[config.mk]
export PLATFORM = sky130hd
export DESIGN_NAME = ysyx_22041461_idu_stage
export DESIGN_NICKNAME = d
export VERILOG_FILES = /design/src/rtl/ysyx_22041461_idu_stage.sv
export SDC_FILE = /design/constraint.sdc
export NUM_CORES = 1
export LEC_CHECK = 0
export ABC_AREA = 0
export CAP_MARGIN = 20
export CORE_MARGIN = 8
export CORE_UTILIZATION = 51
export DETAILED_ROUTE_END_ITERATION = 8
export DONT_BUFFER_PORTS = 1
export GPL_TIMING_DRIVEN = 0
export HOLD_SLACK_MARGIN = 0.08
export PLACE_DENSITY = 0.65
export SLEW_MARGIN = 20
export SYNTH_ARGS = -nofsm -noshare
export SYNTH_HDL_FRONTEND = slang
export SYNTH_SLANG_ARGS = --single-unit
[constraint.sdc]
create_clock -name clk -period 4.3 [get_ports clk]
set_input_delay 1.075 -clock clk [delete_from_list [all_inputs] [get_ports clk]]
set_output_delay 1.075 -clock clk [all_outputs]
set_load 0.03 [all_outputs]
[src/rtl/ysyx_22041461_idu_stage.sv]
// Registered RV32I/RV64I decode stage between IFU and EXU.
// One instruction per valid/ready handshake; flush and reset drop the held bundle.
module ysyx_22041461_idu_stage #(
   parameter int XLEN = 64,
   parameter int PC_W = 64
) (
   input  logic            clk,
   input  logic            rst,
   input  logic            flush,
   input  logic            in_valid,
   output logic            in_ready,
   input  logic [31:0]     in_inst,
   input  logic [PC_W-1:0] in_pc,
   output logic            out_valid,
   input  logic            out_ready,
   output logic [PC_W-1:0] out_pc,
   output logic [4:0]      out_rs1,
   output logic [4:0]      out_rs2,
   output logic [4:0]      out_rd,
   output logic [XLEN-1:0] out_imm,
   output logic [2:0]      out_fmt,
   output logic [6:0]      out_opcode,
   output logic [2:0]      out_funct3,
   output logic [6:0]      out_funct7,
   output logic            out_en_regw,
   output logic            out_is_ebreak,
   output logic            out_illegal
);

   typedef enum logic [2:0] {
      FMT_R    = 3'd0,
      FMT_I    = 3'd1,
      FMT_S    = 3'd2,
      FMT_B    = 3'd3,
      FMT_U    = 3'd4,
      FMT_J    = 3'd5,
      FMT_NONE = 3'd7
   } fmt_e;

   localparam logic [6:0]  OPC_OP     = 7'b0110011;
   localparam logic [6:0]  OPC_OP32   = 7'b0111011;
   localparam logic [6:0]  OPC_IMM    = 7'b0010011;
   localparam logic [6:0]  OPC_IMM32  = 7'b0011011;
   localparam logic [6:0]  OPC_LOAD   = 7'b0000011;
   localparam logic [6:0]  OPC_JALR   = 7'b1100111;
   localparam logic [6:0]  OPC_STORE  = 7'b0100011;
   localparam logic [6:0]  OPC_BRANCH = 7'b1100011;
   localparam logic [6:0]  OPC_LUI    = 7'b0110111;
   localparam logic [6:0]  OPC_AUIPC  = 7'b0010111;
   localparam logic [6:0]  OPC_JAL    = 7'b1101111;
   localparam logic [6:0]  OPC_SYSTEM = 7'b1110011;
   localparam logic [31:0] EBREAK     = 32'h0010_0073;
   localparam logic        RV32_ONLY  = (XLEN == 32);

   logic [6:0]      opcode;
   logic [2:0]      funct3;
   logic [4:0]      rd;
   fmt_e            fmt;
   logic            illegal;
   logic [31:0]     imm32;
   logic [XLEN-1:0] imm_d;
   logic            en_regw_d;
   logic            capture;

   assign opcode = in_inst[6:0];
   assign funct3 = in_inst[14:12];
   assign rd     = in_inst[11:7];

   always_comb begin
      fmt     = FMT_NONE;
      illegal = 1'b0;
      case (opcode)
         OPC_OP:                       fmt = FMT_R;
         OPC_OP32: begin
            fmt     = FMT_R;
            illegal = RV32_ONLY;
         end
         OPC_IMM, OPC_LOAD, OPC_JALR:  fmt = FMT_I;
         OPC_IMM32: begin
            fmt     = FMT_I;
            illegal = RV32_ONLY;
         end
         OPC_STORE:                    fmt = FMT_S;
         OPC_BRANCH: begin
            fmt     = FMT_B;
            illegal = (funct3 == 3'b010) || (funct3 == 3'b011);
         end
         OPC_LUI, OPC_AUIPC:           fmt = FMT_U;
         OPC_JAL:                      fmt = FMT_J;
         OPC_SYSTEM:                   illegal = (in_inst != EBREAK);
         default:                      illegal = 1'b1;
      endcase
   end

   always_comb begin
      imm32 = '0;
      case (fmt)
         FMT_I:   imm32 = {{20{in_inst[31]}}, in_inst[31:20]};
         FMT_S:   imm32 = {{20{in_inst[31]}}, in_inst[31:25], in_inst[11:7]};
         FMT_B:   imm32 = {{20{in_inst[31]}}, in_inst[7], in_inst[30:25], in_inst[11:8], 1'b0};
         FMT_U:   imm32 = {in_inst[31:12], 12'b0};
         FMT_J:   imm32 = {{12{in_inst[31]}}, in_inst[19:12], in_inst[20], in_inst[30:21], 1'b0};
         default: imm32 = '0;
      endcase
   end

   // imm32 is already sign-extended to 32 bits; the signed size cast carries bit 31 up to XLEN.
   assign imm_d     = illegal ? '0 : XLEN'(signed'(imm32));
   assign en_regw_d = !illegal && (rd != 5'd0) && (fmt inside {FMT_R, FMT_I, FMT_U, FMT_J});

   assign in_ready = !out_valid || out_ready;
   assign capture  = in_valid && in_ready && !flush;

   always_ff @(posedge clk) begin
      if (rst) begin
         out_valid     <= 1'b0;
         out_pc        <= '0;
         out_rs1       <= '0;
         out_rs2       <= '0;
         out_rd        <= '0;
         out_imm       <= '0;
         out_fmt       <= '0;
         out_opcode    <= '0;
         out_funct3    <= '0;
         out_funct7    <= '0;
         out_en_regw   <= 1'b0;
         out_is_ebreak <= 1'b0;
         out_illegal   <= 1'b0;
      end else if (flush) begin
         out_valid <= 1'b0;
      end else if (capture) begin
         out_valid     <= 1'b1;
         out_pc        <= in_pc;
         out_rs1       <= in_inst[19:15];
         out_rs2       <= in_inst[24:20];
         out_rd        <= rd;
         out_imm       <= imm_d;
         out_fmt       <= fmt;
         out_opcode    <= opcode;
         out_funct3    <= funct3;
         out_funct7    <= in_inst[31:25];
         out_en_regw   <= en_regw_d;
         out_is_ebreak <= (in_inst == EBREAK);
         out_illegal   <= illegal;
      end else if (out_valid && out_ready) begin
         out_valid <= 1'b0;
      end
   end

endmodule

### Word-level counts from Yosys, hierarchy flattened

Cells that the tools add are included.

| word-level totals | value |
|---|---|
| register bits after elaboration | 167 |
| bits of input ports | 101 |
| output and inout bits | 168 |
| word-level logic and storage cells | 61 |

| operators by class | value |
|---|---|
| equal/unequal tests | 21 |
| multiplexer cells | 6 |
| bitwise operators | 1 |
| reductions and logical operators | 20 |

Operators by type and width:

| kind | count |
|---|---|
| $pmux 32 s5 | 1 |
| $mux 64 | 1 |
| $eq 32x21->1 const B | 1 |
| $ne 32x21->1 const B | 1 |
| $eq 7x6->1 const B | 4 |
| $eq 7x7->1 const B | 4 |
| $eq 7x5->1 const B | 3 |
| $pmux 3 s6 | 1 |
| $eq 3x2->1 const B | 4 |
| $reduce_or 10->1 | 1 |
| $eq 7x2->1 const B | 1 |
| $eq 3x3->1 const B | 2 |
| $reduce_or 2->1 | 3 |
| $logic_and 1x1->1 | 5 |
| $reduce_bool 5->1 | 1 |
| $reduce_bool 4->1 | 1 |
| $reduce_or 4->1 | 1 |
| $eq 3x1->1 const B | 1 |
| $logic_not 1->1 | 3 |
| $logic_not 3->1 | 1 |
| $pmux 1 s3 | 1 |
| $logic_or 1x1->1 | 2 |
| $mux 1 | 2 |
| $reduce_and 2->1 | 1 |
| other kinds (2) | 2 |

### Longest topological paths before layout

Gate-level depths: netlist of run 1.

| logic depth | value |
|---|---|
| word-level depth | 6 |
| mapped depth | 8 |
| gate-level depth less buffers | 6 |

### Worst setup path after synthesis of run 1

No wires, ideal clock.

| timing | value |
|---|---|
| path kind | input -> output |
| from | input port out_ready |
| to | output port in_ready |
| arrival time | 1395 ps |
| required time | 3225 ps |
| slack | 1830 ps |
| cell stages on the path | 2 |
| path buffers | 0 |
| cells stage by stage | nor2b_1 -> inv_2 |

| between the ends | value |
|---|---|
| word-level cells in the longest chain between the ends | 1 |

RTL lines:

| item | line | RTL |
|---|---|---|
| from (decl) | 15 | `input logic out_ready,` |
| $logic_or 1x1->1 | 111 | `assign in_ready = !out_valid \|\| out_ready;` |
| to (decl) | 11 | `output logic in_ready,` |

Every way passes these cells.

==> results.cfg, run 1 <==
[placement]
portBuffers = 0
hpwlAfterDp_mm = 13.4
routabilityCongestion = 0.851

[timing]
clock.fmax_mhz = 377
hold_viol_final = 0
min_period_ns = 2.65
setup_tns_ns = 0
rsz0062_at_grt = no
setup-violations-final = 0
maxSlewHeadroom_pct = 54.9
slew_viol_final = 0
finClkSkew_ns = 0.00830
tightest_slew_ns = 0.677
fin_crit_sh_pct = 61.7

[grt]
antenna_found_initial = 0
busiest_layer = met2
grt_util_met3_pct = 14.1
grt_use_met1_pct = 25.1
grt_overflow = 0
grt_pass1_vias = 4629
grtUsageMet2_pct = 39.1
grt_pass1_wl_mm = 26.4
grt_max_degree = 35
grtUsageTotal_pct = 23.7

[final_layout]
areaGrowthSynthToFinish_pct = 15.5
fin_nets = 804
num_antenna_cells = 0
drive_gt1_share_pct = 12.8
fin_util_pct = 60.3

[synth]
async_flop_share_pct = 0
yosysSeqAreaShare_pct = 50.3
ys.flop_type = dfxtp_1
syn_avg_cell_area_um2 = 7.85
syn_inst = 684
synth_edf_count = 0
synth_warnings = 0
synthesis.area_mm2 = 0.00537
synth-seq-cells = 135
syn_nets = 785
ys_types = 44

[clocking]
ctsResizeCount = 0
cts_root_buf = clkbuf_8
clk_pin_slew_ns = 0.06
post_cts_buffers = 0
cts_buffers = 17
cts.sinks = 135
clock_path_buffers = 2
clkLatencyLatePin_ns = 0.52
cts_hold_buf = 0
h-tree-depth = 4
cts_tree = built

[worst_setup_path]
r2r_end = out_opcode[5]
cp.required_ns = 3.22
crit_type = flip-flop to primary output
cp_slowest_cell = dfxtp_2
critical_path.startpoint_type = flip-flop
path_delay_family = flip-flops
cp-end-kind = primary output
cp_num_buf_inv = 1
worstPathMaxFanout = 34
r2r_slack_ns = 1.82
critPathArrivalTime_ns = 1.58
rr_startpoint = out_valid
crit_path_max_incr_delay_ns = 0.76
reg2reg_depth = 8
critical_path.cell_chain = buf_4

[min_path]
hp-start = out_imm[13]
min_path_type = flip-flop to flip-flop
min_to = out_imm[13]
holdPathStages = 2

[floorplanning]
initial_core_util_pct = 52.2
die_width_um = 119
core_mm2 = 0.0103
fp.dieArea_mm2 = 0.0141
io_pins = 269
die_h_um = 119
rows = 37

[pwr]
power.density_mw_per_mm2 = 516
finalPower_mw = 3.20
p_leak_nw = 2.28
peakVddDrop_mv = 0.328

[routing]
dr.first_iter.drc_count = 327
vias = 4701
ant_nets = 0
drc_errors = 0
wirelength_mm = 17.2
avgRoutedWirePerCell_um = 20.2
firstDrtPassIters = 5
viasPerCell = 5.52

[status]
status = completed

[run]
maxCapViolations = 0
how the worst max path moves through the flow:
stage / from / end / slack [ns] / depth (start not counted)
4_1_cts: out_imm[62] / out_imm[57] / 1.19 / 1
2_1_floorplan: out_ready / in_ready / 1.83 / 2
5_1_grt: out_imm[62] / out_imm[57] / 1.56 / 1
3_3_place_gp: in_inst[5] / out_imm[27] / 1.43 / 8
6_report: out_imm[62] / out_imm[59] / 1.65 / 1
3_5_place_dp: in_inst[5] / out_imm[29] / 1.37 / 8
layout by cell type, fill, tap and decap left out, types with 3 or more instances in the layout:
master       n
nand2_1    239
dfxtp_1    134
a21oi_1    125
buf_4       35
clkbuf_1    28
o21ai_1     20
buf_2       17
clkbuf_16   16
nor2_1      10
nor3_1       8
nor2b_1      7
nand3_1      6
inv_1        5
o21ai_0      5
a22oi_1      5
clkbuf_8     5
bufinv_16    5
nor4_1       4
nand4_1      3
routing by layer:
metal  wire [µm]  part of all wire (%)
met5           0                     0
met2        8200                    48
met1        6400                    37
met3        2370                    14
met4         231                   1.3
cell type report:
class,count,area [µm²]
Clock buffer,22,473
Tap cell,136,170
Inverter,6,22.5
Fill cell,965,4080
Buffer,80,460
Clock inverter,10,189
Multi-Input combinational cell,463,2180
Sequential cell,135,2700
per-stage QoR:
stage | area, µm² | hold WS (ns) | instances | setup WS (ns)
after detailed placement | 5540 | 0.598 | 820 | 1.37
after CTS | 6200 | 0.606 | 852 | 1.19
after global placement | 5540 | 0.591 | 820 | 1.43
final | 6200 | 0.605 | 852 | 1.65
after floorplan | 5370 | 0.574 | 684 | 1.83
after global routing | 6200 | 0.610 | 852 | 1.56
cells by family (layout without fill, tap and decap cells):
family / Yosys count / count (layout) / synth area share [%]
AND/OR/NAND/NOR: 294 / 294 / 23.5
multiplexers: 1 / 1 / 0.186
flip-flops: 135 / 135 / 50.3
buffers and inverters: 86 / 118 / 9.00
AO/OA/AOI/OAI: 168 / 168 / 17.0
state kept, by name, indices dropped and copies added (netlist names):
name           flops
out_en_regw        1
out_fmt            3
out_funct3         3
out_funct7         7
out_illegal        1
out_imm           32
out_is_ebreak      1
out_opcode         7
out_pc            64
out_rd             5
out_rs1            5
out_rs2            5
out_valid          1
cells in the mapped netlist, types with 2 or more instances:
| master | number | share of area (%) |
|---|---|---|
| dfxtp_1 | 135 | 50 |
| nor3_1 | 8 | 0.75 |
| buf_2 | 17 | 1.6 |
| nor4_1 | 4 | 0.47 |
| a22oi_1 | 5 | 0.70 |
| nand3_1 | 6 | 0.56 |
| inv_1 | 5 | 0.35 |
| nor4b_1 | 2 | 0.33 |
| o21ai_1 | 20 | 1.9 |
| nor2b_1 | 7 | 0.82 |
| a2111oi_0 | 2 | 0.33 |
| o31ai_1 | 2 | 0.28 |
| buf_4 | 35 | 4.9 |
| o21ai_0 | 5 | 0.47 |
| nand2_1 | 239 | 17 |
| and2_1 | 2 | 0.23 |
| a21oi_1 | 125 | 12 |
| nand2b_1 | 2 | 0.23 |
| nor2_1 | 10 | 0.70 |
| nand4_1 | 3 | 0.35 |
| clkbuf_1 | 27 | 1.9 |
power breakdown:
| part | internal (mW) | switching [mW] |
|---|---|---|
| sequential | 1.30 | 0.125 |
| clock | 1.07 | 0.540 |
| combinational | 0.0571 | 0.115 |
Note: power is estimated with default switching activity, not from simulation.
==> run 2: changes to the inputs <==
- PLACE_DENSITY: 0.65 -> 0.68
- clock period: 4.3 -> 2.4 ns (I/O delays scaled with it)
==> results.cfg, run 2 (synthesized netlist as in run 1, its figures left out) <==
[floorplanning]
io_pins = 269
rows = 37
core_mm2 = 0.0103
die_width_um = 119
die_h_um = 119
initial_core_util_pct = 52.2
fp.dieArea_mm2 = 0.0141

[worst_setup_path]
cp_common_cell = buf_2
path_delay_family = buffers and inverters
cp.required_ns = 2.84
critPathArrivalTime_ns = 2.64
crit_path_max_incr_delay_ns = 0.45
critical_path.cell_chain = nor2b_1 -> inv_2 -> nand3b_1 -> buf_2 -> clkbuf_2 -> buf_2 -> nand2_1 -> a21oi_1
crit_type = flip-flop to flip-flop
reg2reg_depth = 8
critical_path.startpoint_type = flip-flop
worstPathMaxFanout = 10
cp-end-kind = flip-flop
crit_cells = 8
cp_num_buf_inv = 4
cp_slowest_cell = dfxtp_2

[clocking]
clock_path_buffers = 2
cts_root_buf = clkbuf_8
cts_buffers = 17
cts.sinks = 135
cts_tree = built
cts_hold_buf = 0
h-tree-depth = 4
post_cts_buffers = 0
clkLatencyLatePin_ns = 0.52
clk_pin_slew_ns = 0.06

[timing]
finClkSkew_ns = 0.00729
setup_tns_ns = 0
maxSlewHeadroom_pct = 55.2
setup-violations-final = 0
slew_viol_final = 0
clock.fmax_mhz = 455
rsz0062_at_grt = no
min_period_ns = 2.20
hold_viol_final = 0
tightest_slew_ns = 0.672
fin_crit_sh_pct = 91.6

[grt]
grt_pass1_wl_mm = 26.0
grt_pass1_vias = 4612
grt_max_degree = 35
grtUsageTotal_pct = 23.4
antenna_found_initial = 0
grt_overflow = 0

[pwr]
peakVddDrop_mv = 0.409
p_int_mw = 3.91
power.density_mw_per_mm2 = 873
pwr-share-comb_pct = 5.8
p_leak_nw = 2.23
power.share.switching_pct = 26.7
power.share.clock_pct = 46.4
finalPower_mw = 5.34
p_seq_share_pct = 47.8
p_switching_mw = 1.42

[placement]
placed_cells = 820
place_area_mm2 = 0.00554
routabilityCongestion = 0.886
hpwlAfterDp_mm = 13.4
portBuffers = 0

[final_layout]
fin_nets = 804
final_cell_mix = nand2_1, dfxtp_1, a21oi_1
areaGrowthSynthToFinish_pct = 13.8
layout_commonest_cell = nand2_1
final_cells = 851
final_area_mm2 = 0.00611
drive_gt1_share_pct = 13.1
reg_top3 = out_pc: 64 flops, out_imm: 32 flops
largest_reg_flops = 64
num_antenna_cells = 0
top_register = out_pc

[routing]
dr.first_iter.drc_count = 269
viasPerCell = 5.57
wirelength_mm = 17.3
firstDrtPassIters = 5
vias = 4744
drc_errors = 0
ant_nets = 0
avgRoutedWirePerCell_um = 20.3

[status]
status = completed

[min_path]
min_path_type = primary input to flip-flop
holdPathStages = 1

[run]
maxCapViolations = 0
[run 2: changes by cell type in the layout (fill, tap and decap cells not counted), moves of 2 or more]
cell and change:
clkbuf_8 -4, inv_6 +3, bufinv_16 -3, clkbuf_2 +2, clkbuf_1 -2
[run 2: what timing repair did]
| item | 4_1_cts | 5_1_grt |
|---|---|---|
| endpoints found under the setup margin | 73 | 96 |
| cloned | 0 | 0 |
| gates resized for setup | 2 | 3 |
[run 2: power by group through the flow]
stage	sequential (mW)	clock (mW)	combinational (mW)
2_1_floorplan	2.57	0	0.243
3_3_place_gp	2.60	0	0.297
3_5_place_dp	2.60	0	0.308
4_1_cts	2.55	2.51	0.309
5_1_grt	2.56	2.61	0.349
6_report	2.55	2.48	0.310
[run 2: final cells by class]
class / instances / area [µm²]
plain buffers: 80 / 463
clock buffers: 18 / 418
clock inverters: 13 / 146
fillers: 962 / 4170
inverters: 6 / 22.5
multi-input cells: 463 / 2180
flip-flops and latches: 135 / 2710
well taps: 136 / 170
[run 2: routing by layer]
layer / global-route usage (%) / wire length [µm] / vias to the layer above / share of wire, %
met1: 23.8 / 6480 / 2190 / 38
met2: 39.6 / 8170 / 247 / 47
met3: 13.4 / 2320 / 28 / 13
met4: 8.06 / 290 / 0 / 1.7
met5: 0 / 0 / - / 0
li1: - / - / 2279 / -
[run 2: metrics by stage]
step	util, %	setup WS, ns	hold slack, ns
global route	59.4	0.00183	0.140
floorplan	-	0.412	0.574
global placement	53.9	-0.0634	0.591
CTS	59.4	0.0339	0.149
finish	59.4	0.202	0.159
detailed placement	53.9	-0.158	0.603
[run 2: worst reg2reg max path: stages, from the launching register on]
cell and delay, ns:
dfxtp_2 0.45, nor2b_1 0.30, inv_2 0.18, nand3b_1 0.11, buf_2 0.25, clkbuf_2 0.32
buf_2 0.27, nand2_1 0.09, a21oi_1 0.16
[run 2: worst paths after layout]
| kind | slack, ns | to | start |
|---|---|---|---|
| worst min-delay path | 0.16 | out_valid | flush |
| worst min register to register | 0.60 | out_imm[17] | out_imm[17] |
| worst max-delay path | 0.20 | out_opcode[3] | out_valid |
| worst max register to register | 0.20 | out_opcode[3] | out_valid |
==> run 3: changes to the inputs <==
- PLACE_DENSITY: 0.68 -> 0.76
==> results.cfg, run 3 (synthesized netlist as in run 1, its figures left out) <==
[floorplanning]
initial_core_util_pct = 52.2
fp.dieArea_mm2 = 0.0141
die_h_um = 119
core_mm2 = 0.0103
rows = 37
io_pins = 269
die_width_um = 119

[timing]
finClkSkew_ns = 0.00890
min_period_ns = 2.21
setup-violations-final = 0
setup_tns_ns = 0
maxSlewHeadroom_pct = 59.5
hold_viol_final = 0
tightest_slew_ns = 0.608
fin_crit_sh_pct = 92.0
slew_viol_final = 0
rsz0062_at_grt = no
clock.fmax_mhz = 453
hold_ws_ns = 0.156

[placement]
hpwlAfterDp_mm = 13.9
portBuffers = 0
routabilityCongestion = 0.877
place_area_mm2 = 0.00555
placed_cells = 821

[min_path]
min_path_type = primary input to flip-flop
holdPathStages = 1

[grt]
grt_pass1_wl_mm = 26.7
antenna_found_initial = 0
grt_overflow = 0
grt_pass1_vias = 4785
grt_max_degree = 31
grtUsageTotal_pct = 24.1

[worst_setup_path]
reg2reg_depth = 8
cp.required_ns = 1.80
critPathArrivalTime_ns = 1.61
worstPathMaxFanout = 30
critical_path.startpoint_type = flip-flop
crit_type = flip-flop to primary output
cp-end-kind = primary output

[pwr]
power.density_mw_per_mm2 = 904
pwr-share-comb_pct = 5.6
power.share.switching_pct = 26.9
power.share.clock_pct = 48.7
p_int_mw = 4.08
peakVddDrop_mv = 0.414
p_seq_share_pct = 45.7
p_switching_mw = 1.50
p_leak_nw = 2.27

[clocking]
cts_buffers = 17
clock_path_buffers = 2
h-tree-depth = 4
cts_root_buf = clkbuf_8
clkLatencyLatePin_ns = 0.53
clk_pin_slew_ns = 0.06
post_cts_buffers = 0
cts_tree = built
cts.sinks = 135

[routing]
drc_errors = 0
vias = 4851
ant_nets = 0
avgRoutedWirePerCell_um = 20.9
dr.first_iter.drc_count = 394
wirelength_mm = 17.8
viasPerCell = 5.69
firstDrtPassIters = 5

[final_layout]
top_register = out_pc
final_area_mm2 = 0.00617
final_cell_mix = nand2_1, dfxtp_1, a21oi_1
largest_reg_flops = 64
final_cells = 852
num_antenna_cells = 0
areaGrowthSynthToFinish_pct = 14.9
fill_cells = 921
multi_input_area_mm2 = 0.00218
seq_area_mm2 = 0.00270
drive_gt1_share_pct = 13.0
fin_nets = 804
layout_commonest_cell = nand2_1
reg_top3 = out_pc: 64 flops, out_imm: 32 flops

[status]
status = completed

[run]
maxCapViolations = 0
==> run 3: through the flow <==
stage / utilization, % / power, mW / setup WS (ns)
2_1_floorplan: - / 2.82 / 0.412
3_3_place_gp: 53.9 / 2.89 / 0.00277
3_5_place_dp: 54.0 / 2.91 / -0.0561
4_1_cts: 60.0 / 5.59 / 0.0999
5_1_grt: 60.0 / 5.74 / 0.0806
6_report: 60.0 / 5.58 / 0.191
==> run 3: power by group through the flow <==
stage               Sequential, mW  Combinational (mW)  Clock, mW
finish                        2.55               0.314       2.71
CTS                           2.55               0.312       2.73
detailed placement            2.60               0.311          0
global route                  2.56               0.349       2.84
floorplan                     2.57               0.243          0
global placement              2.60               0.296          0
==> run 3: cell type report <==
cell class,instances,share of cell area (%)
Tap cell,136,2.76
Buffer,79,7.46
Multi-Input combinational cell,463,35.4
Clock buffer,19,7.00
Clock inverter,13,2.98
Timing Repair Buffer,1,0.243
Inverter,6,0.365
Sequential cell,135,43.8
==> run 3: final timing paths <==
path	start	end	slack, ns
max	out_imm[62]	out_imm[56]	0.19
min	flush	out_valid	0.16
max reg2reg	out_valid	out_imm[25]	0.20
min reg2reg	out_opcode[3]	out_opcode[3]	0.60
==> run 3: worst max-delay path, cell delays in order, from the launching register on <==
cell,delay (ns)
dfxtp_1,0.63
buf_8,0.26
buf_4,0.19
==> run 3: layer usage <==
layer,vias to the layer above,GRT usage [%],part of all wire [%]
met5,-,0,0
li1,2285,-,-
met4,0,12.8,3.7
met2,297,40.7,48
met3,48,13.2,14
met1,2221,23.4,34
==> run 3: timing repair <==
action	CTS	global route
hold buffers	0	0
resized for setup	0	3
endpoints found under the setup margin	40	9
